$ cat config.mk
export PLATFORM = sky130hd
export DESIGN_NAME = instr_fetch
export DESIGN_NICKNAME = d
export VERILOG_FILES = /design/src/rtl/riscv_pkg.sv /design/src/rtl/ifetch_pc.sv /design/src/rtl/instr_fetch.sv
export SDC_FILE = /design/constraint.sdc
export NUM_CORES = 1
export LEC_CHECK = 0
export BUFFER_PORTS_ARGS = -buffer_cell sky130_fd_sc_hd__buf_2
export CORE_UTILIZATION = 30
export CTS_CLUSTER_DIAMETER = 150
export DETAILED_ROUTE_END_ITERATION = 12
export HOLD_SLACK_MARGIN = 0.15
export PLACE_DENSITY = 0.52
export SLEW_MARGIN = 20
export SYNTH_ARGS = -nofsm -noshare
export SYNTH_HDL_FRONTEND = slang
export SYNTH_SLANG_ARGS = --single-unit
$ cat constraint.sdc
create_clock -name clk -period 7.6 [get_ports clk]
set_input_delay 0 -clock clk [delete_from_list [all_inputs] [get_ports clk]]
set_output_delay 0 -clock clk [all_outputs]
set_load 0.05 [all_outputs]
$ cat src/rtl/riscv_pkg.sv
// Shared fetch types and opcode constants.
// FAULT state exists only when IFETCH_OPCODE_CHECK_EN is defined.
package riscv_pkg;

  localparam int XLEN_DEF = 64;

  localparam logic [6:0] OP_RTYPE  = 7'b0110011;
  localparam logic [6:0] OP_LOAD   = 7'b0000011;
  localparam logic [6:0] OP_STORE  = 7'b0100011;
  localparam logic [6:0] OP_BRANCH = 7'b1100011;

`ifdef IFETCH_OPCODE_CHECK_EN
  typedef enum logic [1:0] {
    S_IDLE,
    S_REQ,
    S_HOLD,
    S_FAULT
  } fetch_state_t;
`else
  typedef enum logic [1:0] {
    S_IDLE,
    S_REQ,
    S_HOLD
  } fetch_state_t;
`endif

  typedef enum logic [1:0] {
    PC_HOLD,
    PC_INC,
    PC_JMP
  } pc_sel_t;

  function automatic logic op_legal(input logic [6:0] op);
    return (op == OP_RTYPE) || (op == OP_LOAD) ||
           (op == OP_STORE) || (op == OP_BRANCH);
  endfunction

endpackage

$ cat src/rtl/ifetch_pc.sv
// Next-PC select: hold, sequential +4, or redirect target.
// Redirect targets are forced to word alignment.
module ifetch_pc
  import riscv_pkg::*;
#(
  parameter int XLEN = XLEN_DEF
) (
  input  logic [XLEN-1:0] i_pc,
  input  logic [XLEN-1:0] i_base,
  input  logic [XLEN-1:0] i_target,
  input  pc_sel_t         i_sel,
  output logic [XLEN-1:0] o_next
);

  always_comb begin
    o_next = i_pc;
    unique case (i_sel)
      PC_INC:  o_next = i_base + XLEN'(4);
      PC_JMP:  o_next = i_target & ~XLEN'(3);
      default: o_next = i_pc;
    endcase
  end

endmodule

$ cat src/rtl/instr_fetch.sv
// Sequential fetch unit: imem req/ack, decode valid/ready, branch redirect.
// Define IFETCH_OPCODE_CHECK_EN to trap unknown opcodes in a FAULT state.
module instr_fetch
  import riscv_pkg::*;
#(
  parameter int              XLEN     = XLEN_DEF,
  parameter logic [XLEN-1:0] RESET_PC = '0
) (
  input  logic            clk,
  input  logic            rst,
  output logic            imem_req,
  output logic [XLEN-1:0] imem_addr,
  input  logic            imem_ack,
  input  logic [31:0]     imem_rdata,
  output logic            inst_valid,
  input  logic            inst_ready,
  output logic [31:0]     inst_out,
  output logic [6:0]      opcode_out,
  output logic [XLEN-1:0] pc_out,
  input  logic            branch_in,
  input  logic            zero_in,
  input  logic [XLEN-1:0] branch_target,
  output logic            illegal_out
);

  fetch_state_t    r_state;
  logic [XLEN-1:0] r_pc;
  logic            r_kill;
  logic [XLEN-1:0] w_pc_next;
  logic            w_redir;
  logic            w_take;
  pc_sel_t         w_sel;

`ifdef IFETCH_OPCODE_CHECK_EN
  logic r_illegal;
  logic w_bad;
  assign w_bad       = ~op_legal(imem_rdata[6:0]);
  assign illegal_out = r_illegal;
  // A faulted unit is frozen, so redirects are ignored there.
  assign w_redir = branch_in & zero_in & (r_state != S_FAULT);
`else
  assign illegal_out = 1'b0;
  assign w_redir     = branch_in & zero_in;
`endif

  assign w_take = (r_state == S_REQ) & imem_ack
                & ~r_kill & ~w_redir;

  always_comb begin
    w_sel = PC_HOLD;
    if (w_redir)     w_sel = PC_JMP;
    else if (w_take) w_sel = PC_INC;
  end

  ifetch_pc #(.XLEN(XLEN)) u_pc (
    .i_pc     (r_pc),
    .i_base   (imem_addr),
    .i_target (branch_target),
    .i_sel    (w_sel),
    .o_next   (w_pc_next)
  );

  assign opcode_out = inst_out[6:0];

  always_ff @(posedge clk or posedge rst) begin
    if (rst) begin
      r_state    <= S_IDLE;
      r_pc       <= RESET_PC;
      r_kill     <= 1'b0;
      imem_req   <= 1'b0;
      imem_addr  <= RESET_PC;
      inst_valid <= 1'b0;
      inst_out   <= '0;
      pc_out     <= '0;
`ifdef IFETCH_OPCODE_CHECK_EN
      r_illegal  <= 1'b0;
`endif
    end else begin
      r_pc <= w_pc_next;
      unique case (r_state)
        S_IDLE: begin
          r_state   <= S_REQ;
          imem_req  <= 1'b1;
          imem_addr <= w_pc_next;
        end
        S_REQ: begin
          if (imem_ack) begin
            r_kill <= 1'b0;
            if (w_take) begin
              inst_out   <= imem_rdata;
              pc_out     <= imem_addr;
              inst_valid <= 1'b1;
              imem_req   <= 1'b0;
`ifdef IFETCH_OPCODE_CHECK_EN
              if (w_bad) begin
                r_illegal <= 1'b1;
                r_state   <= S_FAULT;
              end else begin
                r_state <= S_HOLD;
              end
`else
              r_state <= S_HOLD;
`endif
            end else begin
              // Dropped response: reissue at the current pc.
              imem_addr <= w_pc_next;
            end
          end else if (w_redir) begin
            r_kill <= 1'b1;
          end
        end
        S_HOLD: begin
          if (inst_ready || w_redir) begin
            inst_valid <= 1'b0;
            imem_req   <= 1'b1;
            imem_addr  <= w_pc_next;
            r_state    <= S_REQ;
          end
        end
`ifdef IFETCH_OPCODE_CHECK_EN
        S_FAULT: r_state <= S_FAULT;
`endif
        default: r_state <= S_IDLE;
      endcase
    end
  end

endmodule

# == Yosys cells after proc, flatten, opt, wreduce, memory -nomap -nowiden ==
# Cells that the tools add are included.
# op_classes
muxes,21
eq_ne,8
addsub,1
bitwise_logic,6
n_reduce_logical,11
# ops
op,count
two-way mux 64 bit,3
case mux 64 bit (3 select lines),1
case mux 64 bit (2 select lines),1
"adder 64 x 3 -> 64 bit, second input constant",1
AND reduction 4 bit,3
two-way mux 1 bit,9
two-way mux 2 bit,4
"inequality test 2 bit, second input constant",4
case mux 2 bit (3 select lines),1
AND reduction 3 bit,2
AND 1 bit,4
"== test 2 x 1 -> 1 bit, second input constant",2
"== test 2 bit, second input constant",2
nonzero test 2 bit,2
case mux 1 bit (3 select lines),1
nonzero test 3 bit,1
logical NOT 2 bit,1
inverter 1 bit,2
case mux 1 bit (2 select lines),1
AND reduction 2 bit,1
logical OR 1 bit,1
# word_totals
inputBits,102
output_inout_bits,170
regBits,229
wordCells,55

# == Depth between registers and ports, before layout ==
# Gate-level depths: netlist of run 1.
# logic_depth
word_depth,11
ltp_mapped,9
ltp_nobuf,6

# == Cells and area by module ==
# Synthesis of run 1 repeated with hierarchy kept, for this count alone.
# hier_totals
hier_cells,1006
area_unflattened_um2,10186.0
# by_module_without_submodules
module,seq_area_each_um2,n_inst,cells_each,area_per_inst_um2
instr_fetch,5730.5,1,637,7882.6
ifetch_pc,0.0,1,369,2303.5

# == Worst setup path after synthesis of run 1 ==
# No wires, ideal clock.
# synth_path
kind,flip-flop to flip-flop
startpoint,register imem_addr[2]
endpoint,register r_pc[48]
n_path_buf,1
path_slack_ns,5.086
t_arrival_ns,2.428
stages_incl_launch_ff,8
setup_time_ns,0.087
required_ns,7.513
synth_period_minus_slack_ns,2.514
cell_sequence,dfrtp_1 -> ha_1 -> nand3_2 -> nor4_2 -> buf_2 -> nand4_1 -> or4_1 -> o211ai_1
# synth_via
elab_chain_len,2
# synth_lines
element,line,source
"start, declared",instr_fetch.sv:12,"output logic [XLEN-1:0] imem_addr,"
"start signal, assigned",instr_fetch.sv:84,imem_addr <= w_pc_next;
"start signal, assigned",instr_fetch.sv:106,imem_addr <= w_pc_next;
"start signal, assigned",instr_fetch.sv:116,imem_addr <= w_pc_next;
adder 64 x 3 -> 64 bit,ifetch_pc.sv:18,PC_INC: o_next = i_base + XLEN'(4);
case mux 64 bit (2 select lines),ifetch_pc.sv:17,unique case (i_sel)
named net u_pc.o_next[48],ifetch_pc.sv:12,output logic [XLEN-1:0] o_next
"end signal, assigned",instr_fetch.sv:79,r_pc <= w_pc_next;
"end, declared",instr_fetch.sv:27,logic [XLEN-1:0] r_pc;
# The timed path passes the listed nets, and every way through them passes these cells.
# A chain may end at the register's enable or synchronous reset.

# == Final worst setup path of run 1 ==
# layout_path
startpoint,register r_state[1]
endpoint,register r_pc[63]
# layout_via
elab_chain_len,8
elab_cells_between_ends,9
cone_classes,eq/ne (3); mux (3); bitwise (3)
# layout_lines
element,line,source
"start, declared",instr_fetch.sv:26,fetch_state_t r_state;
"start signal, assigned",instr_fetch.sv:67,r_state <= S_IDLE;
"start signal, assigned",instr_fetch.sv:82,r_state <= S_REQ;
"start signal, assigned",instr_fetch.sv:102,r_state <= S_HOLD;
== test 2 x 1 -> 1 bit *,instr_fetch.sv:46,assign w_take = (r_state == S_REQ) & imem_ack
AND 1 bit *,instr_fetch.sv:46,
AND 1 bit * (2 in series),instr_fetch.sv:47,& ~r_kill & ~w_redir;
two-way mux 1 bit *,instr_fetch.sv:52,else if (w_take) w_sel = PC_INC;
two-way mux 2 bit *,instr_fetch.sv:51,if (w_redir) w_sel = PC_JMP;
== test 2 bit / == test 2 x 1 -> 1 bit (equally long branches),ifetch_pc.sv:17,
case mux 64 bit (2 select lines) *,ifetch_pc.sv:17,
named net u_pc.o_next[63],ifetch_pc.sv:12,
# The timed path passes the listed nets; every way through them passes the cells marked *.

==> results of run 1 <==
==> per-layer routing <==
layer | vias to the layer above | part of all wire | global-route usage
li1 | 4651 | - | -
met1 | 4787 | 0.45 | 0.268
met2 | 316 | 0.47 | 0.344
met3 | 36 | 0.058 | 0.0313
met4 | 0 | 0.017 | 0.0412
met5 | - | 0 | 0
==> power by group through the flow <==
| stage | Combinational [mW] | Sequential (mW) | Clock (mW) |
|---|---|---|---|
| floorplan | 1.20 | 3.54 | 0 |
| global placement | 3.32 | 2.30 | 0 |
| detailed placement | 3.35 | 2.32 | 0 |
| CTS | 3.42 | 2.30 | 1.34 |
| global route | 3.66 | 2.39 | 1.39 |
| finish | 3.40 | 2.30 | 1.31 |
==> flip-flops by register name (all words and copies together), names as in the netlist <==
| register | flops |
|---|---|
| pc_out | 64 |
| imem_addr | 64 |
| inst_out | 32 |
| imem_req | 1 |
| r_kill | 1 |
| r_pc | 64 |
| inst_valid | 1 |
| r_state | 2 |
==> synthesized netlist by cell type, types with 3 or more instances <==
cell type	instances
o21ai_0	89
o211ai_1	7
nor4_1	11
nand2_1	351
nand3_1	29
or3_1	16
buf_2	14
nand2b_1	3
a21oi_1	40
nand3b_1	3
buf_4	8
o22ai_1	14
a21o_1	7
a31oi_1	12
a22oi_1	14
xnor2_1	11
or4_1	4
buf_1	12
nand4_4	3
nor3_1	22
nor2b_1	3
nor2_1	40
dfrtp_1	229
and2_1	8
nand4_2	5
clkbuf_1	52
nand3_2	3
inv_1	14
and3_1	20
nand4_1	33
xor2_1	23
a22o_1	6
nor4_4	5
mux2_2	9
mux2i_1	13
==> logic make-up after synthesis <==
kind of cell | synth area share
flip-flops | 0.539
multiplexers | 0.0218
AO/OA/AOI/OAI | 0.113
other | 0.000353
AND/OR/NAND/NOR | 0.257
XOR/XNOR | 0.0280
buffers and inverters | 0.0398
adder cells (fa/ha/maj) | 0.00118
==> final cells by class <==
class	count	area [µm²]	share of cell area
inverters	14	60.1	0.00418
clock inverters	14	150	0.0105
clock buffers	34	732	0.0510
multi-input cells	834	4540	0.316
diodes	2	5.00	0.000349
well taps	455	569	0.0397
repair buffers	393	2570	0.179
flip-flops and latches	229	5730	0.399
==> worst reg2reg max path: stages (launching register included) <==
cell       delay [ns]
dfrtp_1          0.45
nand4bb_2        0.31
nor2_4           0.57
buf_4            0.88
nand2_1          0.30
mux2_2           0.32
nand3_1          0.07
==> per-stage QoR <==
step	area, µm²	power (mW)	cells
detailed placement	12300	5.67	1812
CTS	14300	7.07	1972
floorplan	10600	4.73	1163
global route	14300	7.44	1974
finish	14400	7.02	1975
global placement	12300	5.62	1812
==> how the worst min path moves through the flow <==
stage | slack, ns | cells past startpoint | endpoint | start
floorplan | 0.09 | 1 | r_kill$_DFFE_PP0P_ | imem_ack
global placement | 0.19 | 3 | inst_out[13]$_DFFE_PP0P_ | imem_rdata[13]
detailed placement | 0.19 | 3 | inst_out[5]$_DFFE_PP0P_ | imem_rdata[5]
CTS | 0.17 | 4 | inst_out[23]$_DFFE_PP0P_ | imem_rdata[23]
global route | 0.20 | 4 | inst_out[30]$_DFFE_PP0P_ | imem_rdata[30]
finish | 0.15 | 3 | pc_out[33]$_DFFE_PP0P_ | rst
==> summary.md, run 1 <==
| Metric | Value |
|---|---|
| Library cells used by synthesis | `59` |
| Reg power frac | `0.328` |
| VDD IR max | `0.322 mV` |
| Top-area cell type share of the netlist area | `0.539` |
| Max-slew violations | `0` |
| Relative slew margins | `0.351` |
| Die X | `190 µm` |
| Final #Nets | `1,602` |
| First-pass GRT wire length | `56.8 mm` |
| Ratio of cells with drive above 1 in the final layout | `0.244` |
| Top Family by Delay on Critical Path | `simple AND/OR/NAND/NOR gates` |
| Synth Warn # | `0` |
| CTS Buf Count | `27` |
| Switching share of power | `0.515` |
| Sequential area share after synthesis | `0.539` |
| Vias in the first global route | `a little under 10,000` |
| Syn Inst Count | `1,163` |
| EDFF count, synth | `0` |
| Critical Path RT | `8.07 ns` |
| Vias per cell | `4.96` |
| Critical path launch point | `r_state[1]$_DFFE_PP0P_` |
| Hold Fails Final Rpt | `0` |
| Setup Buffers After CTS | `0` |
| Hold Slack | `0.147 ns` |
| Fmax achieved | `0.339 GHz` |
| # IOs | `about 270` |
| Critical path type | `flip-flop to flip-flop` |
| Aggregate global routing overflow | `0` |
| Post_cts resized | `0` |
| Row count | `68` |
| RR Endpoint | `r_pc[63]$_DFF_PP0_` |
| DRC violations left | `0` |
| Syn_nets | `1,266` |
| Syn avg cell area | `9.14 µm²` |
| Total net switching power | `3.61 mW` |
| Capturing element type of the critical path | `flip-flop` |
| Pre-CTS setup slack | `4.56 ns` |
| Power per Cell Area | `489 nW/µm²` |
| Max incr delay on CP | `roughly 0.85 ns` |
| Cell-internal power | `3.40 mW` |
| First DRT Iteration DRCs | `620` |
| Worst R2R Start | `r_state[1]$_DFFE_PP0P_` |
| Reg2reg path depth | `6` |
| CP Launch Type | `flip-flop` |
| Hold-fix buffers at CTS | `112` |
| Drt pass-1 iters | `4` |
| Clock power frac | `0.187` |
| CTS Buffer Depth | `3` |
| Clk sinks | `between 200 and 250` |
| Commonest cells after routing, fill and taps aside | `nand2_1 (348), buf_2 (268), dfrtp_1 (229), dlygate4sd3_1 (112), o21ai_0 (89)` |
| Register-to-Register Setup Slack | `4.65 ns` |
| WP data arrival | `3.42 ns` |
| Yosys reg bits | `229` |
| Fillers | `3,480` |
| Synth area leader | `dfrtp_1` |
| Max H-tree Level | `1` |
| Via count | `9,790` |
| Insertion delay to the later sink of the worst-skew pair | `0.53 ns` |
| Full die area | `36,200 µm²` |
| Final setup vio count | `0` |
| RSZ-0062 raised after global routing | `false` |
| Setup Skew | `0.00998 ns` |
| Initial antenna violation count | `2` |
| Comb pwr share | `0.485` |
| Hpwl dp | `about 22 mm` |
| Final setup margin | `about 4.6 ns` |
| Tcrit/Tclk final | `0.389` |
| Crit path cell chain | `nand4bb_2, nor2_4, buf_4, nand2_1, mux2_2, nand3_1` |
| Synthesized area | `10,600 µm²` |
| Starting Density | `0.306` |
| Gr usage total | `0.201` |
| CTS tree | `built` |
| Synth top area cells | `dfrtp_1 (54%), nand2_1 (12%), o21ai_0 (4.2%)` |
| Worst path depth | `6` |
| Drt wl/cell | `18.4 µm` |
| ANT nets after route | `0` |
| Commonest non-fill, non-tap cell in the layout | `nand2_1` |
| Fin Setup TNS | `0 ns` |
| Min cycle time layout | `a little under 3 ns` |
| I/O Buffers | `268` |
| CP Capture Point | `r_pc[63]$_DFF_PP0_` |
| WP buf/inv | `1` |
| Fin util | `0.413` |
| Status | `finished, final reports clean` |
| Clock transition at the registers of the reported paths | `around 0.06 ns` |
| Core area | `~35,000 µm²` |
| FFs w/ async S/R, synth | `1.00` |
| Placer Congestion | `0.788` |
| Synth Flop Type | `dfrtp_1` |
| Die H | `190 µm` |
| CTS root buffer | `clkbuf_16` |
| Max Cap Viol | `0` |
| Pleak | `6.97 nW` |
| Area Overhead vs Synth | `35.0%` |
| Total routed wirelength | `36.4 mm` |
| Crit-path slowest cell | `buf_4` |
| Worst Tran Pin Value | `0.974 ns` |
| Largest net degree at the start of global routing | `103` |
| CP Max Fanout | `78` |
| Hold Crit Class | `input port to asynchronous set/reset pin` |
(Power assumes the default switching activity.)
==> run 2, diff against run 1 <==
--- a/config.mk
+++ b/config.mk
@@ -5,6 +5,7 @@
 export SDC_FILE = /design/constraint.sdc
 export NUM_CORES = 1
 export LEC_CHECK = 0
+export ABC_AREA = 1
 export BUFFER_PORTS_ARGS = -buffer_cell sky130_fd_sc_hd__buf_2
 export CORE_UTILIZATION = 30
 export CTS_CLUSTER_DIAMETER = 150
==> constraint.sdc (replaced) <==
create_clock -name clk -period 3 [get_ports clk]
set_input_delay 0 -clock clk [delete_from_list [all_inputs] [get_ports clk]]
set_output_delay 0 -clock clk [all_outputs]
set_load 0.05 [all_outputs]
==> run 2 against run 1 <==
Non-clock buffer count shrank 10. Largest cell class unchanged. Global-route usage grew 0.80 points. Largest power group unchanged. Combinational power grew to 2.7 times the previous value.
==> summary.md, run 2 <==
| Metric | Value |
|---|---|
| Status | `finished, final reports clean (unchanged)` |
| FFs w/ async S/R, synth | `1.00 (unchanged)` |
| Final #Nets | `1,985 (was 1,602)` |
| Hold endpoint | `inst_out[14]$_DFFE_PP0P_` |
| Via count | `11,200 (was 9,790)` |
| CP Launch Type | `flip-flop (unchanged)` |
| N_diodes | `0 (was 2)` |
| Final std cells w/o fill | `2,412 (was 1,975)` |
| ANT nets after route | `0 (unchanged)` |
| Total routed wirelength | `41.1 mm (was 36.4 mm)` |
| Full die area | `38,800 µm² (was 36,200 µm²)` |
| Reg power frac | `0.307 (was 0.328)` |
| Commonest non-fill, non-tap cell in the layout | `nand2_1 (unchanged)` |
| Post-synth top cells | `nand2_1 (556), dfrtp_1 (229), nor2_1 (198) (was nand2_1 (351), dfrtp_1 (229), o21ai_0 (89))` |
| Setup Skew | `0.0111 ns (was 0.00998 ns)` |
| Initial antenna violation count | `0 (was 2)` |
| First-pass GRT wire length | `62.2 mm (was 56.8 mm)` |
| Insertion delay to the later sink of the worst-skew pair | `0.55 ns (was 0.53 ns)` |
| Switching share of power | `0.515 (about the same)` |
| Hold Fails Final Rpt | `0 (unchanged)` |
| Clk sinks | `229 (unchanged)` |
| Capturing element type of the critical path | `flip-flop (unchanged)` |
| Largest net degree at the start of global routing | `113 (was 103)` |
| Clock transition at the registers of the reported paths | `0.06 ns (about the same)` |
| Worst Tran Pin Value | `0.806 ns (was 0.974 ns)` |
| Max-slew violations | `0 (unchanged)` |
| # IOs | `272 (unchanged)` |
| WP data arrival | `2.79 ns (was 3.42 ns)` |
| Die H | `197 µm (was 190 µm)` |
| Drt pass-1 iters | `7 (was 4)` |
| Aggregate global routing overflow | `0 (unchanged)` |
| Max Cap Viol | `0 (unchanged)` |
| Final setup vio count | `0 (unchanged)` |
| Clock power frac | `0.195 (was 0.187)` |
| Critical Path RT | `3.48 ns (was 8.07 ns)` |
| Syn_nets | `1,637 (was 1,266)` |
| Die X | `197 µm (was 190 µm)` |
| Relative slew margins | `0.463 (was 0.351)` |
| Reg2reg path depth | `11 (was 6)` |
| Row count | `71 (was 68)` |
| Cell-internal power | `8.95 mW (was 3.40 mW)` |
| DRC violations left | `0 (unchanged)` |
| Total net switching power | `9.50 mW (was 3.61 mW)` |
| Most common cell on crit path | `nand2_1` |
| Critical path type | `flip-flop to flip-flop (unchanged)` |
| Syn Inst Count | `1,534 (was 1,163)` |
| Fmax achieved | `0.434 GHz (was 0.339 GHz)` |
| Synth Flop Type | `dfrtp_1 (unchanged)` |
| Placement Cell Area | `13,200 µm² (was 12,300 µm²)` |
| Tcrit/Tclk final | `0.768 (was 0.389)` |
| Register-to-Register Setup Slack | `0.70 ns (was 4.65 ns)` |
| Crit path cell chain | `ha_1, nand2_1, nor2_1, nand2_1, nor2_4, nand2_1, nor2_1, nand2_1, nand3_1, nand3_1, nand2_1 (was nand4bb_2, nor2_4, buf_4, nand2_1, mux2_2, nand3_1)` |
| First DRT Iteration DRCs | `644 (was 620)` |
| Max incr delay on CP | `0.40 ns (was 0.85 ns)` |
| Hold Slack | `0.180 ns (was 0.147 ns)` |
| Power per Cell Area | `1210 nW/µm² (was 489 nW/µm²)` |
| Yosys reg bits | `229 (unchanged)` |
| Synth area leader | `dfrtp_1 (unchanged)` |
| Regs by FF count | `imem_addr x64, pc_out x64, r_pc x64 (unchanged)` |
| Synth top area cells | `dfrtp_1 (50%), nand2_1 (18%), nor2_1 (6.5%) (was dfrtp_1 (54%), nand2_1 (12%), o21ai_0 (4.2%))` |
| Library cells used by synthesis | `36 (was 59)` |
| Ratio of cells with drive above 1 in the final layout | `0.198 (was 0.244)` |
| Drt wl/cell | `17.0 µm (was 18.4 µm)` |
| Commonest cells after routing, fill and taps aside | `nand2_1 (556), buf_2 (268), dfrtp_1 (229), nor2_1 (197), inv_1 (123) (was nand2_1 (348), buf_2 (268), dfrtp_1 (229), dlygate4sd3_1 (112), o21ai_0 (89))` |
| Final setup margin | `0.697 ns (was 4.65 ns)` |
| Hpwl dp | `29.1 mm (was 22.5 mm)` |
| RR Endpoint | `imem_addr[50]$_DFFE_PP0P_ (was r_pc[63]$_DFF_PP0_)` |
| CTS Buf Count | `29 (was 27)` |
| CTS Buffer Depth | `3 (unchanged)` |
| Worst R2R Start | `imem_addr[3]$_DFFE_PP0P_ (was r_state[1]$_DFFE_PP0P_)` |
| Gr usage total | `0.209 (was 0.201)` |
| Most common cell in the synthesized netlist | `nand2_1 (unchanged)` |
| Area Overhead vs Synth | `33.3% (was 35.0%)` |
| Vias in the first global route | `10,600 (was 9,705)` |
| Hold Path Stages | `4` |
| Total Power | `18.4 mW (was 7.02 mW)` |
| CTS root buffer | `clkbuf_16 (unchanged)` |
| CP Max Fanout | `5 (was 78)` |
| VDD IR max | `0.525 mV (was 0.322 mV)` |
| Placed Cells | `2,263 (was 1,812)` |
| Pre-CTS setup slack | `0.703 ns (was 4.56 ns)` |
| WP buf/inv | `0 (was 1)` |
| Top-area cell type share of the netlist area | `0.503 (was 0.539)` |
| Sequential area share after synthesis | `0.503 (was 0.539)` |
| Core area | `37,500 µm² (was 34,700 µm²)` |
| Launch point of the worst hold path | `imem_rdata[14]` |
| Max H-tree Level | `1 (unchanged)` |
| Hold Crit Class | `input port to flip-flop (was input port to asynchronous set/reset pin)` |
| Syn avg cell area | `7.43 µm² (was 9.14 µm²)` |
| Synth Warn # | `0 (unchanged)` |
| Synthesized area | `11,400 µm² (was 10,600 µm²)` |
| Placer Congestion | `0.856 (was 0.788)` |
| Crit-path slowest cell | `dfrtp_1 (was buf_4)` |
| Fin util | `0.405 (was 0.413)` |
| Starting Density | `0.304 (was 0.306)` |
| CTS tree | `built (unchanged)` |
| EDFF count, synth | `0 (unchanged)` |
| Top Family by Delay on Critical Path | `simple AND/OR/NAND/NOR gates (unchanged)` |
| RSZ-0062 raised after global routing | `false (unchanged)` |
| Final Cell Area | `15,200 µm² (was 14,400 µm²)` |
| Pleak | `7.64 nW (was 6.97 nW)` |
| Fin Setup TNS | `0 ns (unchanged)` |
| I/O Buffers | `268 (unchanged)` |
| Comb pwr share | `0.498 (was 0.485)` |
| Min cycle time layout | `2.30 ns (was 2.95 ns)` |
| Post_cts resized | `0 (unchanged)` |
| Vias per cell | `4.63 (was 4.96)` |
run 2: final cells by class:
class | instances | area, µm²
inverters | 128 | 484
flip-flops and latches | 229 | 5730
clock buffers | 38 | 840
well taps | 511 | 639
multi-input cells | 1111 | 4830
repair buffers | 383 | 2530
fillers | 3913 | 22300
clock inverters | 12 | 144
run 2: routing by layer:
layer	vias up	wire length, µm	track usage
met4	0	1250	0.0672
met5	-	0	0
li1	5532	-	-
met2	348	18700	0.338
met3	66	2550	0.0358
met1	5215	18600	0.284
run 2: worst max path at each step:
stage                                   from                   endpoint  slack (ns)  cells past startpoint
floorplan                                rst   imem_addr[0]$_DFFE_PP0P_       0.006                      1
CTS                 imem_addr[3]$_DFFE_PP0P_  imem_addr[50]$_DFFE_PP0P_        0.66                     11
global route        imem_addr[3]$_DFFE_PP0P_  imem_addr[50]$_DFFE_PP0P_        0.41                     11
global placement      r_state[1]$_DFFE_PP0P_  imem_addr[10]$_DFFE_PP0P_        0.73                     10
detailed placement    r_state[1]$_DFFE_PP0P_  imem_addr[10]$_DFFE_PP0P_        0.70                     10
finish              imem_addr[3]$_DFFE_PP0P_  imem_addr[50]$_DFFE_PP0P_        0.70                     11
run 2: worst register-to-register path, stage by stage, from the launching register on:
cell and delay [ns]:
dfrtp_1 0.40, ha_1 0.21, nand2_1 0.09, nor2_1 0.19, nand2_1 0.19, nor2_4 0.20, nand2_1 0.22, nor2_1 0.35
nand2_1 0.13, nand3_1 0.11, nand3_1 0.07, nand2_1 0.07
run 2: power by group through the flow:
stage	Clock (mW)	Combinational (mW)	Sequential, mW
6_report	3.60	9.18	5.67
5_1_grt	3.80	9.93	5.86
4_1_cts	3.69	9.25	5.66
3_5_place_dp	0	9.13	5.71
3_3_place_gp	0	9.08	5.66
2_1_floorplan	0	3.47	8.85
run 2: cells by family (layout without fill, tap and decap cells):
kind of cell	Yosys count	count (layout)	share of synthesized area
simple gates	928	928	0.333
compound gates	180	180	0.0870
flops	229	229	0.503
fa+ha+maj	1	1	0.00110
other cells	1	1	0.000329
xor+xnor	1	1	0.000769
buf+inv	194	561	0.0749
run 2: timing repair:
| action | CTS | global route |
|---|---|---|
| endpoints found under the hold margin | 400 | 0 |
| hold buffers | 99 | 0 |
| buffers inserted | 0 | 0 |
